**src/rtl/div_pkg.sv**
```systemverilog
// -----------------------------------------------------------------------------
// div_pkg
// Shared definitions for the restoring divider and the benches that reuse it.
//   DIV_WIDTH_DEFAULT : default operand width
//   div_state_e       : divider FSM states (IDLE / CALC / DONE)
// -----------------------------------------------------------------------------
package div_pkg;

    localparam int DIV_WIDTH_DEFAULT = 8;

    typedef enum logic [1:0] {
        IDLE = 2'd0,
        CALC = 2'd1,
        DONE = 2'd2
    } div_state_e;

endpackage

```
**src/rtl/div_step.sv**
```systemverilog
// -----------------------------------------------------------------------------
// div_step
// One combinational radix-2 restoring division step.
//   rem_i     : partial remainder (WIDTH+1 bits)
//   bit_i     : next dividend bit shifted into the remainder
//   divisor_i : divisor
//   rem_o     : next partial remainder
//   q_o       : quotient bit produced by this step
// -----------------------------------------------------------------------------
module div_step
    import div_pkg::*;
#(
    parameter int WIDTH = DIV_WIDTH_DEFAULT
) (
    input  logic [WIDTH:0]   rem_i,
    input  logic             bit_i,
    input  logic [WIDTH-1:0] divisor_i,
    output logic [WIDTH:0]   rem_o,
    output logic             q_o
);

    // The remainder MSB is always 0 in normal operation (remainder < divisor),
    // but the compare uses the full shifted value so the step is exact for any
    // input rather than silently dropping a bit.
    logic [WIDTH+1:0] trial;

    assign trial = {rem_i, bit_i};
    assign q_o   = (trial >= {2'b00, divisor_i});
    assign rem_o = q_o ? (trial[WIDTH:0] - {1'b0, divisor_i}) : trial[WIDTH:0];

endmodule

```
**src/rtl/restoring_divider.sv**
```systemverilog
// -----------------------------------------------------------------------------
// restoring_divider
// Iterative unsigned radix-2 restoring divider, one quotient bit per clock.
//   clk, rst     : clock, synchronous active-high reset
//   start        : request, accepted in IDLE or DONE
//   dividend     : numerator, sampled on accept
//   divisor      : denominator, sampled on accept
//   busy         : high while iterating (WIDTH cycles)
//   done         : one-cycle pulse, results valid
//   quotient     : result, held until the next completion
//   remainder    : result, held until the next completion
//   div_by_zero  : divisor of the last completed operation was zero
//
// state | meaning
// ------+---------------------------------------------------------------
// IDLE  | waiting for start
// CALC  | one restoring step per cycle, count = steps still to do
// DONE  | done pulse; a start here is accepted immediately (back-to-back)
// -----------------------------------------------------------------------------
module restoring_divider
    import div_pkg::*;
#(
    parameter int WIDTH = DIV_WIDTH_DEFAULT
) (
    input  logic             clk,
    input  logic             rst,
    input  logic             start,
    input  logic [WIDTH-1:0] dividend,
    input  logic [WIDTH-1:0] divisor,
    output logic             busy,
    output logic             done,
    output logic [WIDTH-1:0] quotient,
    output logic [WIDTH-1:0] remainder,
    output logic             div_by_zero
);

    localparam int CW = $clog2(WIDTH + 1);

    div_state_e       state_q,   state_d;
    logic [CW-1:0]    count_q,   count_d;
    logic [WIDTH-1:0] shreg_q,   shreg_d;
    logic [WIDTH-1:0] divisor_q, divisor_d;
    logic [WIDTH:0]   rem_q,     rem_d;
    logic [WIDTH-1:0] quot_q,    quot_d;
    logic [WIDTH-1:0] remout_q,  remout_d;
    logic             dbz_q,     dbz_d;

    logic [WIDTH:0]   step_rem;
    logic             step_q;

    // Dividend bits leave the shift register at the MSB while quotient bits
    // enter at the LSB, so one register serves as both.
    div_step #(.WIDTH(WIDTH)) u_step (
        .rem_i     (rem_q),
        .bit_i     (shreg_q[WIDTH-1]),
        .divisor_i (divisor_q),
        .rem_o     (step_rem),
        .q_o       (step_q)
    );

    always_comb begin
        state_d   = state_q;
        count_d   = count_q;
        shreg_d   = shreg_q;
        divisor_d = divisor_q;
        rem_d     = rem_q;
        quot_d    = quot_q;
        remout_d  = remout_q;
        dbz_d     = dbz_q;

        case (state_q)
            IDLE, DONE: begin
                if (start) begin
                    shreg_d   = dividend;
                    divisor_d = divisor;
                    rem_d     = '0;
                    count_d   = CW'(WIDTH);
                    state_d   = CALC;
                end else begin
                    state_d   = IDLE;
                end
            end
            CALC: begin
                rem_d   = step_rem;
                shreg_d = {shreg_q[WIDTH-2:0], step_q};
                count_d = count_q - CW'(1);
                if (count_q == CW'(1)) begin
                    // Visible results only move here, so the previous result
                    // stays readable for the whole iteration.
                    state_d  = DONE;
                    quot_d   = {shreg_q[WIDTH-2:0], step_q};
                    remout_d = step_rem[WIDTH-1:0];
                    dbz_d    = (divisor_q == '0);
                end
            end
            default: state_d = IDLE;
        endcase
    end

    always_ff @(posedge clk) begin
        if (rst) begin
            state_q   <= IDLE;
            count_q   <= '0;
            shreg_q   <= '0;
            divisor_q <= '0;
            rem_q     <= '0;
            quot_q    <= '0;
            remout_q  <= '0;
            dbz_q     <= 1'b0;
        end else begin
            state_q   <= state_d;
            count_q   <= count_d;
            shreg_q   <= shreg_d;
            divisor_q <= divisor_d;
            rem_q     <= rem_d;
            quot_q    <= quot_d;
            remout_q  <= remout_d;
            dbz_q     <= dbz_d;
        end
    end

    assign busy        = (state_q == CALC);
    assign done        = (state_q == DONE);
    assign quotient    = quot_q;
    assign remainder   = remout_q;
    assign div_by_zero = dbz_q;

endmodule
```
**config.mk**
```make
export PLATFORM = sky130hd
export DESIGN_NAME = restoring_divider
export DESIGN_NICKNAME = d
export VERILOG_FILES = /design/src/rtl/div_pkg.sv /design/src/rtl/div_step.sv /design/src/rtl/restoring_divider.sv
export SDC_FILE = /design/constraint.sdc
export NUM_CORES = 1
export LEC_CHECK = 0
export CORE_ASPECT_RATIO = 2
export CORE_MARGIN = 3
export CORE_UTILIZATION = 57
export DETAILED_ROUTE_END_ITERATION = 7
export GPL_TIMING_DRIVEN = 0
export PLACE_DENSITY = 0.84
export SLEW_MARGIN = 20
export SYNTH_ARGS = -nofsm -noshare
export SYNTH_HDL_FRONTEND = slang
export SYNTH_SLANG_ARGS = --single-unit
```
**constraint.sdc**
```tcl
create_clock -name clk -period 5.9 [get_ports clk]
set_input_delay 0.59 -clock clk [delete_from_list [all_inputs] [get_ports clk]]
set_output_delay 0.59 -clock clk [all_outputs]
set_load 0.01 [all_outputs]
```
# After elaboration in Yosys (flattened, before gate mapping)
# Index checks and enable logic that the tools add are counted.
# classes
addsub	2
n_mul	0
div	0
n_lt_le_gt_ge	1
eq_ne	5
shifts	0
n_mux	10
bitwise	0
reduce_logical	7
# ops
op	n
$mux W9	2
$pmux W9 S2	1
$pmux W8 S2	1
$ge A10 B8 Y1	1
$sub A9 B8 Y9	1
$logic_not A8 Y1	1
$mux W8	1
$pmux W4 S2	1
$reduce_and A2 Y1	3
$eq A4 B1 Y1 const B	1
$mux W4	1
$pmux W2 S2	1
$sub A4 B1 Y4 const B	1
$eq A2 B1 Y1 const B	1
$eq A2 B2 Y1 const B	1
$logic_not A2 Y1	1
$mux W2	1
$ne A2 B1 Y1 const B	1
$ne A2 B2 Y1 const B	1
$reduce_bool A2 Y1	1
$reduce_or A2 Y1	1
$mux W1	1
# word_totals
ff_bits	48
latchBits	0
mem_bits_rw	0
mem_bits_ro	0
inputBits	19
output_inout_bits	19
word_cells	33
memories	0

# Longest topological paths before layout
# Gate-level depths: netlist of run 1.
# logic_depth
depth_word	4
ltp_mapped	10
mapped_depth_nobuf	9

# By module
# Synthesis of run 1 repeated with hierarchy kept, for this count alone.
# hier_totals
cells_unflattened	262
area_unflattened_um2	2313.5
# by_module_without_submodules
module	instances	cells_each	area_each_um2	seq_area_each_um2
restoring_divider	1	187	1790.5	960.9
div_step	1	75	523.0	0.0

# Least setup slack after synthesis of run 1
# No wires, ideal clock.
# synth_path
path_kind	flip-flop to flip-flop
start	register shreg_q[7]
end	register remout_q[4] (netlist: remainder[4])
setup_ps	135
arrival_ps	1893
t_required_ps	5765
slack_ps	3872
stages_incl_launch_ff	11
n_path_buf	1
period_less_slack_ps	2028
path_cell_list	dfxtp_1 inv_1 ha_1 inv_1 fa_1 nand3_1 a31oi_4 nor2_4 buf_6 mux2i_1 a211oi_1
# synth_between
elab_chain_len	2
word_cells_on_any_way	3
classes_between	1 x add/sub; 1 x order compare; 1 x mux
# synth_lines
item	line_no	rtl
from (decl)	restoring_divider.sv:41	logic [WIDTH-1:0] shreg_q, shreg_d;
from (signal assigned)	restoring_divider.sv:113	shreg_q <= shreg_d;
$sub A9 B8 Y9 / $ge A10 B8 Y1 (equally long branches)	div_step.sv:29, div_step.sv:28	
$mux W9 (*)	div_step.sv:29	assign rem_o = q_o ? (trial[WIDTH:0] - {1'b0, divisor_i}) : trial[WIDTH:0];
to (signal assigned)	restoring_divider.sv:117	remout_q <= remout_d;
to (decl)	restoring_divider.sv:45	logic [WIDTH-1:0] remout_q, remout_d;
# Every way passes the cells marked *; elsewhere a longest branch is shown, timed or not.
# A chain may end at the register's enable or synchronous reset.

# Worst setup path in the final report of run 1
# layout_path
start	register state_q[0]
end	output port busy
# layout_between
elab_chain_len	1
# layout_lines
item	line_no	rtl
from (decl)	restoring_divider.sv:39	div_state_e state_q, state_d;
from (signal assigned)	restoring_divider.sv:111	state_q <= state_d;
$eq A2 B1 Y1	restoring_divider.sv:122	assign busy = (state_q == CALC);
to (decl)	restoring_divider.sv:30	output logic busy,
# No other way between the ends.

==> results of run 1 <==
==> synthesized netlist by cell type, types with 2 or more instances <==
master | count | area share (%)
buf_6 | 2 | 0.93
nor3b_1 | 2 | 0.62
o31ai_1 | 2 | 0.62
a211oi_1 | 7 | 2.2
nand2b_1 | 4 | 1.0
nand2_1 | 52 | 8.0
a21oi_2 | 2 | 0.72
ha_1 | 10 | 5.1
a22oi_1 | 8 | 2.5
inv_1 | 11 | 1.7
nor4_1 | 4 | 1.0
o311ai_0 | 3 | 1.1
mux2i_1 | 6 | 2.5
nand3_1 | 3 | 0.62
buf_4 | 2 | 0.62
dfxtp_1 | 48 | 40
a21oi_1 | 36 | 7.4
buf_1 | 3 | 0.46
nand4_1 | 2 | 0.51
xor2_1 | 2 | 0.72
nor2_2 | 2 | 0.51
clkbuf_1 | 5 | 0.77
nor2b_1 | 5 | 1.3
nor2_1 | 23 | 3.5
buf_2 | 5 | 1.0
nor3_1 | 4 | 0.82
o21ai_0 | 12 | 2.5
a32oi_1 | 2 | 0.72
==> path summary, 6_finish.rpt <==
path,end,cells after the start,from,slack (ns)
setup reg to reg,remainder[4]$_SDFFE_PP0P_,10,shreg_q[7]$_SDFFE_PP0P_,3.55
hold reg to reg,quotient[1]$_SDFFE_PP0P_,2,quotient[1]$_SDFFE_PP0P_,0.46
hold / removal,quotient[1]$_SDFFE_PP0P_,2,quotient[1]$_SDFFE_PP0P_,0.46
setup / recovery,busy,4,state_q[0]$_SDFFE_PP0P_,3.17
==> routing by layer <==
layer,track usage (%),vias to the layer above,part of all wire [%]
li1,-,1123,-
met1,26.3,1084,35
met2,48.1,66,57
met3,3.82,24,3.8
met4,16.3,0,4.3
met5,0,-,0
==> worst reg2reg max path: stages, from the launching register on <==
cell and delay, ns:
dfxtp_1 0.33, inv_1 0.08, ha_1 0.15, inv_1 0.06
fa_1 0.42, nand3_1 0.24, a31oi_4 0.19, nor2_4 0.22
buf_6 0.18, mux2i_1 0.25, a211oi_1 0.10
==> logic make-up after synthesis <==
group / after synthesis / share of synthesized area, %
AO/OA/AOI/OAI: 84 / 23.0
XOR/XNOR: 3 / 1.08
adder cells (fa/ha/maj): 11 / 5.97
buffers and inverters: 29 / 5.66
flip-flops: 48 / 39.5
multiplexers: 6 / 2.47
AND/OR/NAND/NOR: 112 / 22.3
==> power by group <==
| part | leakage (µW) | internal [µW] | switching (µW) | total [µW] |
|---|---|---|---|---|
| clock network | 0.0000434 | 94.8 | 108 | 203 |
| registers | 0.000391 | 347 | 21.3 | 368 |
| logic | 0.000631 | 138 | 205 | 343 |
| total | 0.00107 | 580 | 334 | 914 |
==> stage by stage <==
| step | total power (µW) | util (%) |
|---|---|---|
| floorplan | 626 | - |
| global placement | 704 | 69.9 |
| detailed placement | 712 | 69.9 |
| CTS | 917 | 72.3 |
| global route | 964 | 72.3 |
| finish | 914 | 72.3 |
==> flip-flops by register name (all words and copies together), names as in the netlist <==
register     flops
state_q          2
count_q          4
shreg_q          8
quotient         8
divisor_q        8
remainder        8
div_by_zero      1
rem_q            9
==> layout make-up <==
cell class / count / area [µm²]
multi-input combinational: 216 / 1330
fill: 310 / 1130
sequential: 48 / 961
timing repair buffer: 36 / 360
buffer: 17 / 92.6
clock buffer: 6 / 82.6
tap: 52 / 65.1
inverter: 12 / 45.0
clock inverter: 2 / 15.0
==> flow_summary.ini, run 1 <==
[run_status]
outcome = complete, no violations

[timing]
finClkSkew_ns = 0.0101
period_needed_ns = 2.73
setup_viol_count_final = 0
holdWs_ns = 0.460
drv_slew = 0
finalSetupTns_ns = 0
worst_pin_slew_ns = 0.642
setup_ws_ns = 3.17
rsz0062_at_grt = no
max_freq_ghz = 0.366
hold_viol_final = 0
slew_headroom_pct = 56.8
fin_crit_sh_pct = 46.3

[clock_tree]
post_cts_buffers = 0
ctsRootBufferMaster = clkbuf_8
cts_htree_levels = 2
cts.reportedPaths.clkPinSlew_ns = 0.08
cts-resized-gates = 0
cts_buffers = 5
clock_latency_ns = 0.31
cts_tree = done
cts_buffer_depth = 2
hold_buffers = 0
cts_num_sinks = 48

[final_layout]
layout_commonest_cell = nand2_1
insertedDiodeCount = 0
drive_gt1_share_pct = 9.20
layout.cells.non_filler = 389
fin_nets = 366
syn2layout_area_growth_pct = 21.5
final_cell_mix = nand2_1, dfxtp_1, a21oi_1, clkdlybuf4s50_1, nor2_1
final_area_mm2 = 0.00296

[flow_run]
drv_cap = 0

[synth]
syn_avg_cell_area_um2 = 8.30
ys_ff_latch = 48
ys.flop_type = dfxtp_1
synth_fp_nets = 323
synth_edf_count = 0
yosys.cell_types.count = 54
synth_area_mm2 = 0.00243
synth-seq-area-share_pct = 39.5
async_flop_share_pct = 0
syn_inst = 293
yosys_warnings = 0

[critical_path]
crit_fanout = 10
crit_type = reg -> out
path_cells = nand2b_1 > clkinv_1 > clkbuf_1 > clkdlybuf4s50_1
crit_buf_inv = 3
slowest_stage = clkdlybuf4s50_1
crit_required_ns = 5.31
crit_path_end_kind = output port
cp-start-kind = register
crit_arrival_ns = 2.14
max_stage_delay_ns = 0.63
cp_top_family = buffers and inverters

[routing]
wire_per_inst_um = 15.9
via_count = 2297
wirelength_um = 6180
drt_pass1_iterations = 5
drt_iter0_drc = 54
antenna_left = 0
drc_errors = 0
viasPerCell = 5.90

[floorplanning]
num_rows = 33
io_pins = 38
dieWidth_um = 52.2
dieArea_mm2 = 0.00513
fp.coreArea_mm2 = 0.00409
start_util_pct = 59.5
dieHeight_um = 98.4

[global_route]
grt_pass1_wl_um = 10300
grt-ovfl-total = 0
grt_pass1_vias = 2363
grt_start_max_net_pins = 16
antenna_found_initial = 0
grt_usage_pct = 26.4

[placement]
dpl-instance-area_mm2 = 0.00286
place_inst = 381
port_buffers = 36
pre_cts_ws_ns = 3.52
dpl.hpwl_um = 4770
gp_congestion = 0.945

[power]
p_leak_uw = 0.00107
power_density_mw_per_mm2 = 309
ir_drop_v = 0.000338

[min_path]
hp-class = reg -> reg
No activity file was read; power rests on OpenSTA's default activity.
==> run 2, diff against run 1 <==
- CORE_UTILIZATION: 57 -> 53
- PLACE_DENSITY: 0.84 -> 0.79
- clock period: 5.9 -> 2.69 ns (I/O delays scaled with it)
==> run 2 against run 1 <==
Net effect: wire length is 1.3% lower; largest cell class unchanged; combinational power is 120% higher; cell count is 0.51% higher; utilization is 4.3 points lower; clock skew is 0.0011 ns higher; sequential cell count stayed put; critical path type unchanged; total power is 130% higher; register-to-register slack worse by 3.2 ns; first-iteration DRC count is 22% lower; sequential share of layout area is 0.29 points lower; die area is 6.9% higher.
==> flow_summary.ini, run 2 (synthesis gave the netlist of run 1 again) <==
[run_status]
outcome = complete, no violations

[routing]
wire_per_inst_um = 15.6
wirelength_um = 6100
via_count = 2262
drt_iter0_drc = 42
drt_pass1_iterations = 5
viasPerCell = 5.79
drc_errors = 0
antenna_left = 0

[critical_path]
reg2regPathDepth = 8
crit_fanout = 10
reg2reg_slack_ns = 0.40
crit_type = reg -> out
cp-endpoint = busy
crit_path_end_kind = output port
cp-start-kind = register
crit_required_ns = 2.42
crit_arrival_ns = 2.11
crit_start = state_q[0]$_SDFFE_PP0P_
regToRegEndpoint = rem_q[6]$_SDFFE_PP0P_
r2r-start = divisor_q[0]$_SDFFE_PP0P_

[global_route]
antenna_found_initial = 0
grt_pass1_wl_um = 10200
grtUsageMet1_pct = 24.5
grt_usage_pct = 25.2
grt-ovfl-total = 0
grtUsageMet2_pct = 46.3
grt_use_met3_pct = 3.68
grt_pass1_vias = 2286
grt_start_max_net_pins = 16
busiest_layer = met2

[clock_tree]
cts_buffers = 5
cts_tree = done
cts-resized-gates = 0
ctsRootBufferMaster = clkbuf_8
cts_buffer_depth = 2
hold_buffers = 0
post_cts_buffers = 0
cts.reportedPaths.clkPinSlew_ns = 0.10
cts_htree_levels = 2
cts_num_sinks = 48
clock_latency_ns = 0.31

[floorplanning]
num_rows = 34
fp.coreArea_mm2 = 0.00438
dieHeight_um = 102
io_pins = 38
start_util_pct = 55.5
dieWidth_um = 53.9
dieArea_mm2 = 0.00549

[final_layout]
nFillCells = 388
fin_util_pct = 68.0
layout_commonest_cell = nand2_1
fin_nets = 366
insertedDiodeCount = 0
top_register = rem_q
drive_gt1_share_pct = 9.20
syn2layout_area_growth_pct = 22.6
final_cell_mix = nand2_1, dfxtp_1, a21oi_1, clkdlybuf4s50_1, nor2_1
largest_reg_flops = 9

[timing]
period_needed_ns = 2.38
slew_headroom_pct = 56.5
setup_viol_count_final = 0
setup_ws_ns = 0.308
holdWs_ns = 0.416
drv_slew = 0
max_freq_ghz = 0.420
finalSetupTns_ns = 0
worst_pin_slew_ns = 0.647
finClkSkew_ns = 0.0112
hold_viol_final = 0
rsz0062_at_grt = no
fin_crit_sh_pct = 88.6

[power]
p_leak_uw = 0.00108
power_density_mw_per_mm2 = 705
ir_drop_v = 0.000497

[min_path]
hp-class = in -> reg

[placement]
dpl.hpwl_um = 4780
pre_cts_ws_ns = 0.405
gp_congestion = 0.908
port_buffers = 36

[flow_run]
drv_cap = 0
## run 2: cell types whose count changed in the layout (fill, tap and decap cells not counted)
cell,before,now
clkinvlp_4,2,0
bufinv_16,0,1
clkinv_4,0,1
## run 2: final cells by class
cell class | instances | area, µm² | area share [%]
well taps | 54 | 67.6 | 2.27
clock buffers | 6 | 82.6 | 2.77
multi-input cells | 216 | 1330 | 44.7
flip-flops and latches | 48 | 961 | 32.2
clock inverters | 2 | 38.8 | 1.30
inverters | 12 | 45.0 | 1.51
repair buffers | 36 | 360 | 12.1
plain buffers | 17 | 92.6 | 3.11
## run 2: routing by layer
metal / share of wire, % / vias up
met4: 5.2 / 0
met2: 56 / 55
li1: - / 1122
met5: 0 / -
met1: 35 / 1062
met3: 3.2 / 23
## run 2: how the worst min path moves through the flow
| stage | start | end | slack (ns) | depth (start not counted) |
|---|---|---|---|---|
| floorplan | divisor[1] | divisor_q[1]$_SDFFE_PP0P_ | 0.40 | 2 |
| global placement | quotient[3]$_SDFFE_PP0P_ | quotient[3]$_SDFFE_PP0P_ | 0.45 | 2 |
| detailed placement | quotient[6]$_SDFFE_PP0P_ | quotient[6]$_SDFFE_PP0P_ | 0.45 | 2 |
| CTS | rst | remainder[7]$_SDFFE_PP0P_ | 0.40 | 2 |
| global route | rst | remainder[7]$_SDFFE_PP0P_ | 0.48 | 2 |
| finish | rst | remainder[7]$_SDFFE_PP0P_ | 0.42 | 2 |
## run 2: power breakdown
group | internal, µW | switching (µW)
Clock | 304 | 248
Combinational | 302 | 439
Sequential | 761 | 46.8
## run 2: metrics by stage
step	area, µm²	power [µW]	instances
final	2980	2100	391
after global routing	2980	2210	391
after CTS	2980	2110	391
after detailed placement	2860	1560	383
after global placement	2860	1550	383
after floorplan	2430	1370	293
## run 2: worst max-delay path, stage by stage (launching register included)
cell and delay, ns:
dfxtp_1 0.37, nand2b_1 0.19, clkinv_1 0.22, clkbuf_1 0.40, clkdlybuf4s50_1 0.63
